[src/rtl/cache_pkg.sv]
// Shared cache geometry constants and fill-FSM state encoding. The caches
// use the same block constants for their index/tag split.
package cache_pkg;

  localparam int          BLOCK_BYTES     = 16;
  localparam int          WORDS_PER_BLOCK = 8;
  localparam logic [15:0] OFFSET_MASK     = 16'h000F;

  // Fill FSM state encoding.
  localparam logic [0:0] ST_IDLE = 1'b0;
  localparam logic [0:0] ST_FILL = 1'b1;

  // Byte offset of a 16-bit word inside the block. It is four bits wide,
  // so it never carries into the block base.
  function automatic logic [3:0] word_offset(input logic [2:0] idx);
    return {idx, 1'b0};
  endfunction

endpackage

[src/rtl/cache_fill_ctrl_if.sv]
// Cache/memory side signals of the miss fill controller.
interface cache_fill_ctrl_if #(
  parameter int ADDR_W = 16,
  parameter int DATA_W = 16
);

  logic              miss_detected;
  logic [ADDR_W-1:0] miss_address;
  logic              memory_data_valid;
  logic [DATA_W-1:0] memory_data;
  logic              fsm_busy;
  logic              mem_en;
  logic [ADDR_W-1:0] memory_address;
  logic              write_data_array;
  logic              write_tag_array;
  logic [ADDR_W-1:0] cache_wr_addr;
  logic [DATA_W-1:0] cache_wr_data;

  // Controller view.
  modport master (
    input  miss_detected, miss_address, memory_data_valid, memory_data,
    output fsm_busy, mem_en, memory_address, write_data_array,
           write_tag_array, cache_wr_addr, cache_wr_data
  );

  // Cache and memory view.
  modport slave (
    output miss_detected, miss_address, memory_data_valid, memory_data,
    input  fsm_busy, mem_en, memory_address, write_data_array,
           write_tag_array, cache_wr_addr, cache_wr_data
  );

endinterface

[src/rtl/fill_counter.sv]
// 4-bit word counter with synchronous clear and enable. It stops at LIMIT,
// so a full block can be tracked without wrapping.
module fill_counter
  import cache_pkg::*;
#(
  parameter logic [3:0] LIMIT = 4'(WORDS_PER_BLOCK)
) (
  input  logic       clk,
  input  logic       rst,
  input  logic       clr,
  input  logic       en,
  output logic [3:0] cnt
);

  // Count enabled events and hold once the limit is reached.
  always_ff @(posedge clk) begin
    // NOTE: state registers use non-blocking assignment, so every flop
    // samples values from before the edge no matter how blocks are ordered.
    if (rst || clr) begin
      cnt <= '0;
    end else if (en && (cnt != LIMIT)) begin
      cnt <= cnt + 4'd1;
    end
  end

endmodule

[src/rtl/cache_fill_ctrl.sv]
// Miss fill controller. On a miss it fetches the aligned 16-byte block from
// main memory one word at a time and writes each returned word into the
// cache data array. The tag array is written together with the last word,
// and the pipeline stall is released after that write.
module cache_fill_ctrl #(
  parameter int WORDS_PER_BLOCK = 8,
  parameter int MEM_LATENCY     = 4,
  parameter int ADDR_W          = 16
) (
  input logic              clk,
  input logic              rst,
  cache_fill_ctrl_if.master bus
);

  import cache_pkg::*;

  // The parameters only restate the shared block geometry. The controller
  // counts returned valids rather than cycles, so any positive latency works.
  if ((WORDS_PER_BLOCK != cache_pkg::WORDS_PER_BLOCK) ||
      (cache_pkg::BLOCK_BYTES != 2 * WORDS_PER_BLOCK) ||
      (MEM_LATENCY < 1) || (ADDR_W < 5)) begin : g_param_check
    $error("cache_fill_ctrl: parameters disagree with cache_pkg geometry");
  end

  logic [0:0]        state;
  logic [ADDR_W-1:0] base;
  logic [3:0]        issue_cnt;
  logic [3:0]        recv_cnt;
  logic              capt_valid;
  logic [15:0]       capt_data;

  logic in_fill;
  logic accept;
  logic req_en;
  logic wr_en;
  logic last_wr;

  assign in_fill = (state == ST_FILL);
  assign accept  = (state == ST_IDLE) && bus.miss_detected;
  assign req_en  = in_fill && (issue_cnt < 4'(WORDS_PER_BLOCK));
  assign wr_en   = in_fill && capt_valid;
  assign last_wr = wr_en && (recv_cnt == 4'(WORDS_PER_BLOCK - 1));

  // Requests issued to memory: one per cycle until the block is requested.
  fill_counter #(.LIMIT(4'(WORDS_PER_BLOCK))) u_issue_cnt (
    .clk (clk),
    .rst (rst),
    .clr (accept),
    .en  (req_en),
    .cnt (issue_cnt)
  );

  // Words written into the cache: one per captured return.
  fill_counter #(.LIMIT(4'(WORDS_PER_BLOCK))) u_recv_cnt (
    .clk (clk),
    .rst (rst),
    .clr (accept),
    .en  (wr_en),
    .cnt (recv_cnt)
  );

  // Fill FSM: accept a miss in IDLE and return after the tag write.
  always_ff @(posedge clk) begin
    // NOTE: reset is synchronous; it wins over every other update on the same
    // edge, which also discards a fill that is still in flight.
    if (rst) begin
      state <= ST_IDLE;
    end else begin
      case (state)
        ST_IDLE: if (bus.miss_detected) state <= ST_FILL;
        ST_FILL: if (last_wr)           state <= ST_IDLE;
        default:                        state <= ST_IDLE;
      endcase
    end
  end

  // Block base address, aligned to 16 bytes when the miss is accepted.
  always_ff @(posedge clk) begin
    if (rst) begin
      base <= '0;
    end else if (accept) begin
      base <= bus.miss_address & ~ADDR_W'(OFFSET_MASK);
    end
  end

  // Capture each returned word; it is written to the cache on the next cycle.
  // Returns outside a fill, or alongside the final write, are dropped.
  always_ff @(posedge clk) begin
    if (rst) begin
      capt_valid <= 1'b0;
      capt_data  <= '0;
    end else begin
      capt_valid <= in_fill && bus.memory_data_valid && !last_wr;
      if (in_fill && bus.memory_data_valid) begin
        capt_data <= bus.memory_data;
      end
    end
  end

  // Outputs depend only on registered state, so miss_detected cannot reach
  // them combinationally. Address and data read as zero when their strobe is
  // low.
  assign bus.fsm_busy         = in_fill;
  assign bus.mem_en           = req_en;
  assign bus.memory_address   = req_en ? (base | ADDR_W'(word_offset(issue_cnt[2:0])))
                                       : '0;
  assign bus.write_data_array = wr_en;
  assign bus.write_tag_array  = last_wr;
  assign bus.cache_wr_addr    = wr_en ? (base | ADDR_W'(word_offset(recv_cnt[2:0])))
                                      : '0;
  assign bus.cache_wr_data    = wr_en ? capt_data : '0;

endmodule

[src/flat_wrapper.sv]
// flat-port wrapper written by rule: the top's interface ports become plain ports
module cache_fill_ctrl_flat import cache_pkg::*;
#(
  parameter int WORDS_PER_BLOCK = 8,
  parameter int MEM_LATENCY     = 4,
  parameter int ADDR_W          = 16
)
  (clk, rst, bus_miss_detected, bus_miss_address, bus_memory_data_valid, bus_memory_data, bus_fsm_busy, bus_mem_en, bus_memory_address, bus_write_data_array, bus_write_tag_array, bus_cache_wr_addr, bus_cache_wr_data);
  cache_fill_ctrl_if #(.ADDR_W(ADDR_W)) bus_i ();
  input logic clk;
  input logic rst;
  input wire logic [$bits(bus_i.miss_detected)-1:0] bus_miss_detected;
  input wire logic [$bits(bus_i.miss_address)-1:0] bus_miss_address;
  input wire logic [$bits(bus_i.memory_data_valid)-1:0] bus_memory_data_valid;
  input wire logic [$bits(bus_i.memory_data)-1:0] bus_memory_data;
  output wire logic [$bits(bus_i.fsm_busy)-1:0] bus_fsm_busy;
  output wire logic [$bits(bus_i.mem_en)-1:0] bus_mem_en;
  output wire logic [$bits(bus_i.memory_address)-1:0] bus_memory_address;
  output wire logic [$bits(bus_i.write_data_array)-1:0] bus_write_data_array;
  output wire logic [$bits(bus_i.write_tag_array)-1:0] bus_write_tag_array;
  output wire logic [$bits(bus_i.cache_wr_addr)-1:0] bus_cache_wr_addr;
  output wire logic [$bits(bus_i.cache_wr_data)-1:0] bus_cache_wr_data;
  assign bus_i.miss_detected = bus_miss_detected;
  assign bus_i.miss_address = bus_miss_address;
  assign bus_i.memory_data_valid = bus_memory_data_valid;
  assign bus_i.memory_data = bus_memory_data;
  assign bus_fsm_busy = bus_i.fsm_busy;
  assign bus_mem_en = bus_i.mem_en;
  assign bus_memory_address = bus_i.memory_address;
  assign bus_write_data_array = bus_i.write_data_array;
  assign bus_write_tag_array = bus_i.write_tag_array;
  assign bus_cache_wr_addr = bus_i.cache_wr_addr;
  assign bus_cache_wr_data = bus_i.cache_wr_data;
  cache_fill_ctrl #(.WORDS_PER_BLOCK(WORDS_PER_BLOCK), .MEM_LATENCY(MEM_LATENCY), .ADDR_W(ADDR_W)) u_core (.clk(clk), .rst(rst), .bus(bus_i));
endmodule
[config.mk]
export PLATFORM = sky130hd
export DESIGN_NAME = cache_fill_ctrl_flat
export DESIGN_NICKNAME = d
export VERILOG_FILES = /design/src/rtl/cache_pkg.sv /design/src/rtl/cache_fill_ctrl_if.sv /design/src/rtl/fill_counter.sv /design/src/rtl/cache_fill_ctrl.sv /design/src/flat_wrapper.sv
export SDC_FILE = /design/constraint.sdc
export NUM_CORES = 1
export LEC_CHECK = 0
export BUFFER_PORTS_ARGS = -buffer_cell sky130_fd_sc_hd__buf_2
export CAP_MARGIN = 15
export CORE_MARGIN = 2
export CORE_UTILIZATION = 47
export DETAILED_ROUTE_END_ITERATION = 12
export PLACE_DENSITY = 0.78
export SLEW_MARGIN = 0
export SYNTH_ARGS = -nofsm -noshare
export SYNTH_HDL_FRONTEND = slang
export SYNTH_HIERARCHICAL = 1
export SYNTH_SLANG_ARGS = --single-unit
[constraint.sdc]
create_clock -name clk -period 1.6 [get_ports clk]
set_input_delay 0.16 -clock clk [delete_from_list [all_inputs] [get_ports clk]]
set_output_delay 0.16 -clock clk [all_outputs]
set_load 0.02 [all_outputs]
# Word-level counts from Yosys, hierarchy flattened
# Index checks and enable logic that the tools add are counted.
# op_classes
n_reduce_logical	10
div	0
n_addsub	2
n_lt_le_gt_ge	1
muxes	6
bitwise	3
mul	0
n_eq_ne	3
shifts	0
# op_table
operator	count
$mux W16	3
$or A16 B4 Y16	2
$add A4 B1 Y4 const B	2
$logic_and A1 B1 Y1	8
$ne A4 B4 Y1 const B	2
$eq A4 B3 Y1 const B	1
$lt A4 B4 Y1 const B	1
$mux W1	2
$pmux W1 S2	1
$logic_not A1 Y1	1
$logic_or A1 B1 Y1	1
$not A1 Y1	1
# totals
ff_bits	38
elab_cells	31
latchBits	0
ram_bits	0
mem_count	0
inputBits	36
rom_bits	0
out_inout_bits	52

# Longest topological paths before layout
# logic_depth
depth_word	4
depth_mapped	6
ltp_nobuf	5

# Modules after synthesis
# Netlist, hierarchy kept.
# modules_own_cells
module	cells_each	seq_area_each_um2	area_each_um2	instances
cache_fill_ctrl	189	600.6	1507.7	1
fill_counter	25	80.1	224.0	2

# Worst setup path before layout
# OpenSTA, ideal clock, no wires.
# synth_path
kind	register to register
start	register u_core.state, in the netlist u_core/bus.fsm_busy
end	register u_core.u_recv_cnt.cnt[3]
setup_time_ns	0.116
path_buffers	2
arrival_time_ns	1.517
stages_incl_launch_ff	7
synth_period_minus_slack_ns	1.633
required_time_ns	1.484
slack_ns	-0.033
cell_sequence	dfxtp_1 buf_6 clkbuf_1 and2_1 nand4_1 xor2_1 nor3_2
# synth_via
word_cells_on_any_way	5
cone_classes	1 x bitwise; 4 x reduce/logical
# synth_lines
item	line_no	source
start, declared	cache_fill_ctrl.sv:25	logic [0:0] state;
start signal, assigned	cache_fill_ctrl.sv:67	state <= ST_IDLE;
start signal, assigned	cache_fill_ctrl.sv:70	ST_IDLE: if (bus.miss_detected) state <= ST_FILL;
start signal, assigned	cache_fill_ctrl.sv:71	ST_FILL: if (last_wr) state <= ST_IDLE;
$logic_and A1 B1 Y1	cache_fill_ctrl.sv:41	assign wr_en = in_fill && capt_valid;
net bus_write_data_array	flat_wrapper.sv:19	output wire logic [$bits(bus_i.write_data_array)-1:0] bus_write_data_array;
$logic_and A1 B1 Y1	fill_counter.sv:21	end else if (en && (cnt != LIMIT)) begin
end signal, assigned	fill_counter.sv:22	cnt <= cnt + 4'd1;
end, declared	fill_counter.sv:12	output logic [3:0] cnt
# The timed path passes the listed nets, and every way through them passes these cells.
# A chain may end at the register's enable or synchronous reset.

# Worst setup path in the final report
# layout_path
start	register u_core.capt_valid
end	output bus_cache_wr_data[6]
# layout_via
elab_chain_len	2
# layout_rtl
item	line_no	source
start, declared	cache_fill_ctrl.sv:29	logic capt_valid;
start signal, assigned	cache_fill_ctrl.sv:93	capt_valid <= in_fill && bus.memory_data_valid && !last_wr;
$logic_and A1 B1 Y1	cache_fill_ctrl.sv:41	
$mux W16	cache_fill_ctrl.sv:111	assign bus.cache_wr_data = wr_en ? capt_data : '0;
end, declared	flat_wrapper.sv:22	output wire logic [$bits(bus_i.cache_wr_data)-1:0] bus_cache_wr_data;
# Every way passes these cells.

==> impl_metrics.csv <==
group,metric,value,unit
run_status,run_status,"complete, no violations",
placed_design,place_inst,359,
timing,finClkSkew,4.965,ps
synthesis,async_reset_ff_share,0,%
global_route,grt_pass1_wl,7.017,mm
routing,wirelength,4.277,mm
synthesis,syn-cell-area,1956,sq um
floorplanning,dieWidth,68.51,microns
floorplanning,die_y,68.51,microns
cells_and_area,post-route-util,61.03,%
synthesis,ys_ff_latch,38,
worst_setup_path,startpoint_type,"flip-flop",
clock_tree,cts_buffers,5,
synthesis,yosys_warnings,6,
worst_setup_path,crit_type,"flip-flop to primary output",
synthesis,synth_edf_count,0,
timing,min_period,1482,ps
global_route,grt_pass1_vias,1654,
global_route,grt_util_all_layers,19.69,%
cells_and_area,area_growth,24.82,%
cells_and_area,final_cell_area,2441,sq um
worst_setup_path,r2r-start,"u_core/bus.fsm_busy",
timing,drv_slew,0,
worst_hold_path,worstHoldPathType,"input pin to flip-flop",
timing,rsz0062_at_grt,"no",
routing,dr.first_iter.drc_count,83,
clock_tree,root_buffer,"clkbuf_8",
worst_hold_path,hp-start,"bus_memory_data[13]",
routing,vias_per_cell,4.872,
routing,antenna_left,0,
cells_and_area,nets,356,
worst_setup_path,end_kind,"primary output",
placed_design,hpwl,3.091,mm
synthesis,ys_types,33,
floorplanning,start_util,48.89,%
global_route,grt_max_degree,28,
routing,drt-pass1-iter-count,4,
routing,via_count,1788,
routing,drc,0,
worst_setup_path,regToRegSetupSlack,250,ps
clock_tree,cts_max_level,2,
placed_design,port_buffers,81,
timing,max_clock_freq,674.7,MHz
cells_and_area,layout-drive-gt1-share,39.75,%
power,power.density,780.3,nW/um^2
timing,finalSetupViolCount,0,
timing,fin_ws,117.8,ps
cells_and_area,layout.cells.non_filler,367,
clock_tree,clkLatencyLatePin,280,ps
worst_setup_path,critPathLaunch,"u_core/capt_valid",
floorplanning,ioPinCount,88,
routing,routedWlPerCell,11.65,microns
cells_and_area,final_common_cell,"buf_2",
global_route,antenna_found_initial,0,
floorplanning,rows,23,
power,leakagePower,1.252,nW
power,p_total,1.905,mW
clock_tree,clock_path_buffers,2,
timing,fin_hold_ws,108.4,ps
synthesis,netlist_instances,239,
timing,hold_viol,0,
timing,tns,0,ps
synthesis,avgSynthCellArea,8.183,sq um
floorplanning,core_area,4000,sq um
placed_design,postPlaceCellArea,2347,sq um
worst_setup_path,arrival,1320,ps
run,cap_violations,0,
worst_setup_path,cp_max_fo,27,
placed_design,pre_cts_ws,206.5,ps
timing,fin_crit_sh,92.64,%
global_route,overflow,0,
cells_and_area,n_fill_cell,394,
synthesis,ys_seq_area_share,38.90,%
cells_and_area,mostFrequentLayoutCells,"81 x buf_2, 55 x nand2_1, 37 x dfxtp_1",
clock_tree,tritoncts,"yes",
placed_design,gp_congestion,0.8363,
clock_tree,numClockSinks,38,
cells_and_area,n_antenna_cell,0,
clock_tree,clk_pin_slew,70,ps
power,vdd_ir_drop_max,0.6407,mV
worst_setup_path,cp.required,1440,ps
synthesis,ys.flop_type,"dfxtp_1",
floorplanning,fp.dieArea,4693,sq um
==> routing by layer <==
metal	vias to the layer above	track usage (%)	routed length [microns]
li1	944	-	-
met1	782	22.29	1883
met2	58	34.98	2003
met3	4	5.844	348
met4	0	6.750	42
met5	-	0	0
==> synthesized netlist by cell type, types with 3 or more instances <==
cell	count	share of area [%]
nand2_2	4	1.3
nand3_1	4	1.0
o21ai_0	4	1.0
a21boi_0	4	1.5
and2_1	16	5.1
and3_1	28	9.0
buf_6	4	2.3
buf_4	3	1.2
clkbuf_1	9	1.7
dfxtp_1	38	39
nand2_1	55	11
nor2_1	3	0.58
nor3_2	4	2.0
and2b_2	3	1.3
inv_1	6	1.2
ha_1	4	2.6
a21oi_1	18	4.6
a21oi_2	10	4.5
==> critical path, stage by stage (launching register included) <==
cell and delay (ps):
dfxtp_1 400, buf_4 260, and3_2 220, buf_2 160
==> where the power goes <==
part | leakage [nW] | internal (mW) | total, mW | switching [mW]
Combinational | 0.894 | 0.0937 | 0.240 | 0.147
Sequential | 0.310 | 0.985 | 1.01 | 0.0237
Clock | 0.0482 | 0.347 | 0.656 | 0.308
==> state kept, by name, indices dropped and copies added (netlist names) <==
| name | count |
|---|---|
| u_core/bus.fsm_busy | 1 |
| u_core/u_recv_cnt/cnt | 4 |
| u_core/base | 12 |
| u_core/capt_valid | 1 |
| u_core/u_issue_cnt/cnt | 4 |
| u_core/capt_data | 16 |
==> worst paths after layout <==
kind,depth (start not counted),end
max,3,bus_cache_wr_data[6]
min reg2reg,2,u_core/capt_data[0]
min,3,u_core/capt_data[13]
max reg2reg,5,u_core/u_recv_cnt/cnt[3]
==> logic make-up after synthesis <==
kind of cell               share of synthesized area, %
and+or+nand+nor                                   37.04
AOI/OAI and AO/OA                                 12.54
DFF                                               38.90
buffers and inverters                             7.869
adders and majority gates                         2.559
xor gates and xnor gates                         0.8959
other                                            0.1918
==> layout make-up <==
class,instances,area (sq um),area share (%)
multi-input cells,177,1047,42.90
clock buffers,7,86.33,3.537
clock inverters,1,5.005,0.2050
flip-flops and latches,38,762.0,31.21
well taps,50,62.56,2.563
inverters,7,27.53,1.128
repair buffers,87,450.4,18.45
==> repair_timing <==
item	CTS	global route
resized for setup	0	2
buffers inserted	0	0
endpoints found under the hold margin	0	0
hold buffers	0	0
endpoints found under the setup margin	0	17
(Power assumes the default switching activity.)
